### src/rtl/mem_pkg.sv
`default_nettype none
// ----------------------------------------------------------------------------
// mem_pkg : memory-port encodings, FSM states and default widths for mem_arbiter
// Revision 1.0
// ----------------------------------------------------------------------------
package mem_pkg;

  localparam int DEF_ADDR_W = 32;
  localparam int DEF_DATA_W = 32;
  localparam int MEMOP_W    = 32;

  localparam logic [1:0] OP_READ  = 2'd1;
  localparam logic [1:0] OP_WRITE = 2'd2;

  localparam logic [MEMOP_W-1:0] MEMOP_IDLE  = 32'd0;
  localparam logic [MEMOP_W-1:0] MEMOP_READ  = 32'd1;
  localparam logic [MEMOP_W-1:0] MEMOP_WRITE = 32'd2;

  typedef enum logic [1:0] {
    IDLE   = 2'd0,
    ACCESS = 2'd1,
    RESP   = 2'd2
  } state_t;

  // Illegal requester ops map to an idle memory cycle.
  function automatic logic [MEMOP_W-1:0] memop_of(input logic [1:0] op);
    case (op)
      OP_READ:  memop_of = MEMOP_READ;
      OP_WRITE: memop_of = MEMOP_WRITE;
      default:  memop_of = MEMOP_IDLE;
    endcase
  endfunction

endpackage
`default_nettype wire

### src/rtl/mem_arbiter_rr_arb2.sv
`default_nettype none
// ----------------------------------------------------------------------------
// rr_arb2 : combinational two-way picker, round-robin or fixed priority to port 0
// Revision 1.0
// ----------------------------------------------------------------------------
module rr_arb2 (
  input  logic req0,
  input  logic req1,
  input  logic last_grant,
  input  logic fixed_prio,
  output logic valid,
  output logic winner
);

  always_comb begin
    valid  = req0 | req1;
    winner = req1;
    if (req0 && req1) begin
      winner = fixed_prio ? 1'b0 : ~last_grant;
    end
  end

endmodule
`default_nettype wire

### src/rtl/mem_arbiter.sv
`default_nettype none
// ----------------------------------------------------------------------------
// mem_arbiter : shares one word-wide memory port between CPU (port 0) and DMA (port 1)
// Revision 1.0
// ----------------------------------------------------------------------------
module mem_arbiter
  import mem_pkg::*;
#(
  parameter int ADDR_W      = DEF_ADDR_W,
  parameter int DATA_W      = DEF_DATA_W,
  parameter int WAIT_STATES = 0,
  parameter int FIXED_PRIO  = 0
) (
  input  logic              clk,
  input  logic              rst,
  input  logic              req0,
  input  logic [1:0]        op0,
  input  logic [ADDR_W-1:0] addr0,
  input  logic [DATA_W-1:0] wdata0,
  output logic              ack0,
  output logic [DATA_W-1:0] rdata0,
  output logic              err0,
  input  logic              req1,
  input  logic [1:0]        op1,
  input  logic [ADDR_W-1:0] addr1,
  input  logic [DATA_W-1:0] wdata1,
  output logic              ack1,
  output logic [DATA_W-1:0] rdata1,
  output logic              err1,
  output logic [31:0]       memop,
  output logic [ADDR_W-1:0] memaddress,
  output logic [DATA_W-1:0] memoutdata,
  input  logic [DATA_W-1:0] memindata,
  output logic              busy,
  output logic              grant_id
);

  localparam logic [3:0] WAIT_INIT = 4'(WAIT_STATES);

  state_t            state;
  state_t            next_state;
  logic [3:0]        wait_cnt;
  logic              last_grant;
  logic              err_flag;
  logic              is_read;
  logic              pick_valid;
  logic              pick;
  logic [1:0]        sel_op;
  logic [ADDR_W-1:0] sel_addr;
  logic [DATA_W-1:0] sel_wdata;
  logic [31:0]       sel_memop;

  rr_arb2 u_pick (
    .req0       (req0),
    .req1       (req1),
    .last_grant (last_grant),
    .fixed_prio (FIXED_PRIO != 0),
    .valid      (pick_valid),
    .winner     (pick)
  );

  assign sel_op    = pick ? op1 : op0;
  assign sel_addr  = pick ? addr1 : addr0;
  assign sel_wdata = pick ? wdata1 : wdata0;
  assign sel_memop = memop_of(sel_op);

  always_comb begin
    next_state = state;
    case (state)
      IDLE:    if (pick_valid) next_state = ACCESS;
      ACCESS:  if (wait_cnt == 4'd0) next_state = RESP;
      RESP:    next_state = IDLE;
      default: next_state = IDLE;
    endcase
  end

  always_ff @(posedge clk or negedge rst) begin
    if (!rst) begin
      state <= IDLE;
      busy  <= 1'b0;
    end else begin
      state <= next_state;
      busy  <= (next_state != IDLE);
    end
  end

  // last_grant resets to 1 so that port 0 wins the first contention.
  always_ff @(posedge clk or negedge rst) begin
    if (!rst) begin
      memop      <= MEMOP_IDLE;
      memaddress <= '0;
      memoutdata <= '0;
      rdata0     <= '0;
      rdata1     <= '0;
      ack0       <= 1'b0;
      ack1       <= 1'b0;
      err0       <= 1'b0;
      err1       <= 1'b0;
      grant_id   <= 1'b0;
      last_grant <= 1'b1;
      wait_cnt   <= 4'd0;
      err_flag   <= 1'b0;
      is_read    <= 1'b0;
    end else begin
      case (state)
        IDLE: begin
          if (pick_valid) begin
            memop      <= sel_memop;
            memaddress <= sel_addr;
            memoutdata <= sel_wdata;
            grant_id   <= pick;
            last_grant <= pick;
            wait_cnt   <= WAIT_INIT;
            err_flag   <= (sel_memop == MEMOP_IDLE);
            is_read    <= (sel_memop == MEMOP_READ);
          end
        end
        ACCESS: begin
          if (wait_cnt != 4'd0) begin
            wait_cnt <= wait_cnt - 4'd1;
          end else begin
            memop <= MEMOP_IDLE;
            if (grant_id) begin
              ack1 <= 1'b1;
              err1 <= err_flag;
              if (is_read) rdata1 <= memindata;
            end else begin
              ack0 <= 1'b1;
              err0 <= err_flag;
              if (is_read) rdata0 <= memindata;
            end
          end
        end
        RESP: begin
          ack0 <= 1'b0;
          ack1 <= 1'b0;
          err0 <= 1'b0;
          err1 <= 1'b0;
        end
        default: ;
      endcase
    end
  end

endmodule
`default_nettype wire

### config.mk
export PLATFORM = sky130hd
export DESIGN_NAME = mem_arbiter
export DESIGN_NICKNAME = d
export VERILOG_FILES = /design/src/rtl/mem_pkg.sv /design/src/rtl/mem_arbiter_rr_arb2.sv /design/src/rtl/mem_arbiter.sv
export SDC_FILE = /design/constraint.sdc
export NUM_CORES = 1
export LEC_CHECK = 0
export CAP_MARGIN = 40
export CORE_AREA = 2 2 130 132
export DETAILED_ROUTE_END_ITERATION = 7
export DIE_AREA = 0 0 132 134
export GPL_TIMING_DRIVEN = 0
export PLACE_DENSITY = 0.88
export SKIP_CTS_REPAIR_TIMING = 1
export SYNTH_ARGS = -nofsm -noshare
export SYNTH_HDL_FRONTEND = slang
export SYNTH_SLANG_ARGS = --single-unit
export TNS_END_PERCENT = 100
### constraint.sdc
create_clock -name clk -period 3.3 [get_ports clk]
set_clock_uncertainty 0.05 [all_clocks]
set_input_delay 0.66 -clock clk [delete_from_list [all_inputs] [get_ports clk]]
set_output_delay 0.66 -clock clk [all_outputs]
set_load 0.05 [all_outputs]
# After elaboration in Yosys (flattened, before gate mapping)
# Index checks and enable logic that the tools add are counted.
# totals
ff_bits	175
input_bits	168
elab_cells	72
# classes
addsub	1
n_eq_ne	10
mux	26
bitwise	4
n_reduce_logical	15
# op_table
op	count
32-bit 2-to-1 mux	4
32-bit case mux with 2 select lines	1
32-bit logical NOT	1
3-bit AND reduction	4
2-bit inequality test (second input constant)	5
1-bit 2-to-1 mux	9
4-bit 2-to-1 mux	2
1-bit case mux with 2 select lines	4
2-bit case mux with 2 select lines	2
4-bit case mux with 2 select lines	1
4-bit AND reduction	2
2-bit by 1-bit equality test with 1-bit output (second input constant)	3
2-bit 2-to-1 mux	3
2-bit nonzero test	3
2-bit equality test (second input constant)	2
4-bit logical NOT	1
4-bit nonzero test	1
4-bit by 1-bit subtractor with 4-bit output (second input constant)	1
1-bit NOT	3
2-bit logical NOT	1
2-bit AND reduction	1
1-bit logical AND	1
1-bit OR	1

# Longest topological paths before layout
# depth
word_depth	7
depth_mapped	8

# Modules after synthesis
# From an unflattened synthesis, not the netlist that was laid out.
# unflattened
cells_unflattened	527
area_unflattened_um2	6307.3
# by_module_without_submodules
module	instances	cells_each	area_per_inst_um2	seq_area_each_um2
mem_arbiter	1	524	6289.8	3629.7
rr_arb2	1	3	17.5	0.0

# Worst setup path before layout
# No wires, ideal clock.
# synth_timing
kind	input -> register
start	in req1
end	reg is_read
setup_ps	125
arrival_ps	2182
required_ps	3125
setup_slack_ps	943
stages	8
n_path_buf	3
path_cell_list	a21bo_2 > buf_2 > buf_2 > buf_2 > mux2i_1 > inv_1 > ha_1 > mux2_2
# synth_between
elab_chain_len	6
word_cells_on_any_way	9
classes_between	3 x eq/ne; 3 x mux; 1 x bitwise; 2 x reduce/logical
# synth_rtl
item	line_no	text
start, declared	mem_arbiter.sv:23	input logic req1,
1-bit logical AND	mem_arbiter_rr_arb2.sv:18	if (req0 && req1) begin
1-bit 2-to-1 mux	mem_arbiter_rr_arb2.sv:18	
2-bit 2-to-1 mux	mem_arbiter.sv:62	assign sel_op = pick ? op1 : op0;
2-bit equality test or 2-bit by 1-bit equality test with 1-bit output (tied branches)	mem_pkg.sv:27	case (op)
2-bit case mux with 2 select lines	mem_pkg.sv:27	
2-bit by 1-bit equality test with 1-bit output	mem_arbiter.sv:115	is_read <= (sel_memop == MEMOP_READ);
end signal, assigned	mem_arbiter.sv:115	
end, declared	mem_arbiter.sv:45	logic is_read;
# Parallel ways exist; a longest one is shown, timed or not.
# A chain may end at the register's enable or synchronous reset.

# Worst setup path in the final report
# Ends and elaborated chain as after synthesis.

==> out/metrics.cfg <==
[sta]
hold_viol_final=0
worst_slew_pin_slew_ns=0.682
post-route-min-period_ns=2.86
rsz0062_at_grt=no
setup_viol=0
max_freq_mhz=350
finalCritPeriodShare_pct=86.6
hold_ws_ns=0.133
relSlewSlack_pct=54.3
drv_slew=0

[synthesis]
yosys.area.top_type=dfrtp_1
synth_edf_count=0
ys.flop_type=dfrtp_1
synth-async-reset-ratio_pct=100
yosys_warnings=0
syn_area_sq_um=6450
synthCells=527
synth_cell_types=35
ys_ff_latch=145
yosysSeqAreaShare_pct=56.3
synth_top_area_share_pct=55.9
ys_top_cells_by_area=dfrtp_1 56%, mux2i_1 11%, o21ai_0 11%, mux2_2 9.6%, buf_4 3.5%
syn_area_per_cell_sq_um=12.2

[clocking]
htree_levels=4
cts_sinks=145
cts_tree=built
cts_root_buf=clkbuf_16
path_clk_slew_ns=0.07
clk_latency_ns=0.41
cts_buffers=17
cts_buffer_depth=2

[global_route]
grt_max_degree=96
antenna_found_initial=0
grtUsageTotal_pct=22.3
overflow=0
grt_use_met3_pct=7.71
grt_pass1_vias=5892
gr-usage-met1_pct=24.6
top_usage_layer=met2
grt_pass1_wl_um=30600
grt_util_met2_pct=40.4

[setup_path]
critPathMaxFanout=10
crit_arrival_ns=3.11
criticalPathCategory=input port to flip-flop
cp.required_ns=3.55
crit_path_end_kind=flip-flop
reg2reg_depth=8
rr_endpoint=is_read$_DFFE_PN0P_
start_kind=input port
r2r-start=last_grant$_DFFE_PN1P_
r2r_slack_ns=0.69

[drt]
num_vias=5434
vias_per_cell=4.89
first_pass_iters=4
drt_iter0_drc=143
drc=0
ant_nets=0
wl_um=19300
wl_per_cell_um=17.3

[pwr]
power_leakage_uw=0.00465
power_density_nw_per_um2=1120
ir_drop_uv=580
finalPower_uw=11700

[floorplan]
io_pins=334
fp.dieArea_sq_um=17700
coreArea_sq_um=16300
die_width_um=132
rows=47
start_util_pct=39.6
dieHeight_um=134

[layout]
finalNonFillerCells=1112
fin_nets=1051
final_cell_area_sq_um=10500
antenna_cells=0
syn_to_final_growth_pct=62.8
nFillCells=1249
drive_gt1_share_pct=16.0
final_core_util_pct=64.5

[place]
dpl-instance-area_sq_um=9890
dp_cells=1080
dp_hpwl_um=14900
io_buffers=303
gp_congestion=0.762

[outcome]
status=complete, no violations

[hold_path]
hp-class=input port to asynchronous set/reset pin

[run]
max_cap_viol_count=0

==> cell type report <==
cell class	instances	area [sq um]	share of cell area, %
plain buffers	67	405	3.86
flip-flops and latches	145	3630	34.6
repair buffers	304	3060	29.2
clock inverters	12	148	1.41
inverters	6	22.5	0.215
clock buffers	20	457	4.35
multi-input cells	338	2500	23.8
well taps	220	275	2.62
==> cell usage after synthesis, types with 2 or more instances <==
cell         n
mux2_1      12
inv_1        6
mux2i_1     68
nand2_1      4
clkbuf_1    18
a21oi_1      2
a21o_1       2
nand4b_1     2
nor3_1       3
o2bb2ai_1    2
buf_6        3
o21ai_0    136
nand2b_1     2
dfrtp_1    144
ha_1         4
mux2_2      55
buf_4       30
buf_2       13
nor2_1       4
clkbuf_2     2
==> worst max-delay path by stage <==
stage                     startpoint  slack, ns  cells after the start                      to
after CTS                       req0       0.43                      9     is_read$_DFFE_PN0P_
final                           req1       0.44                      9     is_read$_DFFE_PN0P_
after global placement           rst      -4.29                      1  rdata1[10]$_DFFE_PN0P_
after detailed placement        req0     0.0003                      9     is_read$_DFFE_PN0P_
after floorplan                 req1       0.94                      8     is_read$_DFFE_PN0P_
after global routing            req0       0.32                      9     is_read$_DFFE_PN0P_
==> critical path, cell delays in order <==
cell	delay [ns]
clkdlybuf4s50_1	0.44
a21bo_2	0.20
buf_2	0.19
buf_2	0.39
buf_2	0.35
mux2i_1	0.31
inv_1	0.10
ha_1	0.21
mux2_2	0.26
==> where the power goes <==
| part | switching [uW] | internal [uW] |
|---|---|---|
| registers | 461 | 2650 |
| logic | 4360 | 2280 |
| clock network | 784 | 1170 |
==> stage by stage <==
| stage | setup WS, ns | setup TNS (ns) |
|---|---|---|
| CTS | 0.430 | 0 |
| floorplan | 0.943 | 0 |
| detailed placement | 0.000301 | 0 |
| global placement | -4.29 | -618.04 |
| global route | 0.322 | 0 |
| finish | 0.441 | 0 |
==> sequential cells by signal, indices dropped and copies added, names as in the netlist <==
signal / flops
memaddress: 32
memoutdata: 32
rdata0: 32
rdata1: 32
wait_cnt: 4
memop: 2
state: 2
ack0: 1
ack1: 1
busy: 1
err0: 1
err1: 1
err_flag: 1
grant_id: 1
is_read: 1
last_grant: 1
==> cells in the final DEF, fill, tap and decap left out, types with 4 or more instances in the layout <==
cell type / count
clkdlybuf4s50_1: 302
dfrtp_1: 144
o21ai_0: 136
mux2i_1: 68
mux2_2: 55
buf_4: 30
conb_1: 30
clkbuf_1: 19
clkbuf_16: 17
buf_2: 13
mux2_1: 12
inv_1: 6
nor2_1: 4
nand2_1: 4
buf_6: 4
ha_1: 4
==> layer usage <==
layer	part of all wire (%)	routed length, um
met2	52	9960
met3	7.9	1520
met4	1.9	361
met5	0	0
met1	39	7450
==> logic make-up (layout without fill, tap and decap cells) <==
| group | count (synthesis) | in the layout | share of synthesized area (%) |
|---|---|---|---|
| AOI/OAI and AO/OA | 145 | 145 | 11.6 |
| adders and majority gates | 4 | 4 | 0.776 |
| buffers and inverters | 73 | 409 | 6.64 |
| DFF | 145 | 145 | 56.3 |
| muxes | 135 | 135 | 22.3 |
| other | 1 | 30 | 0.0582 |
| and+or+nand+nor | 24 | 24 | 2.39 |
(Power assumes the default switching activity.)
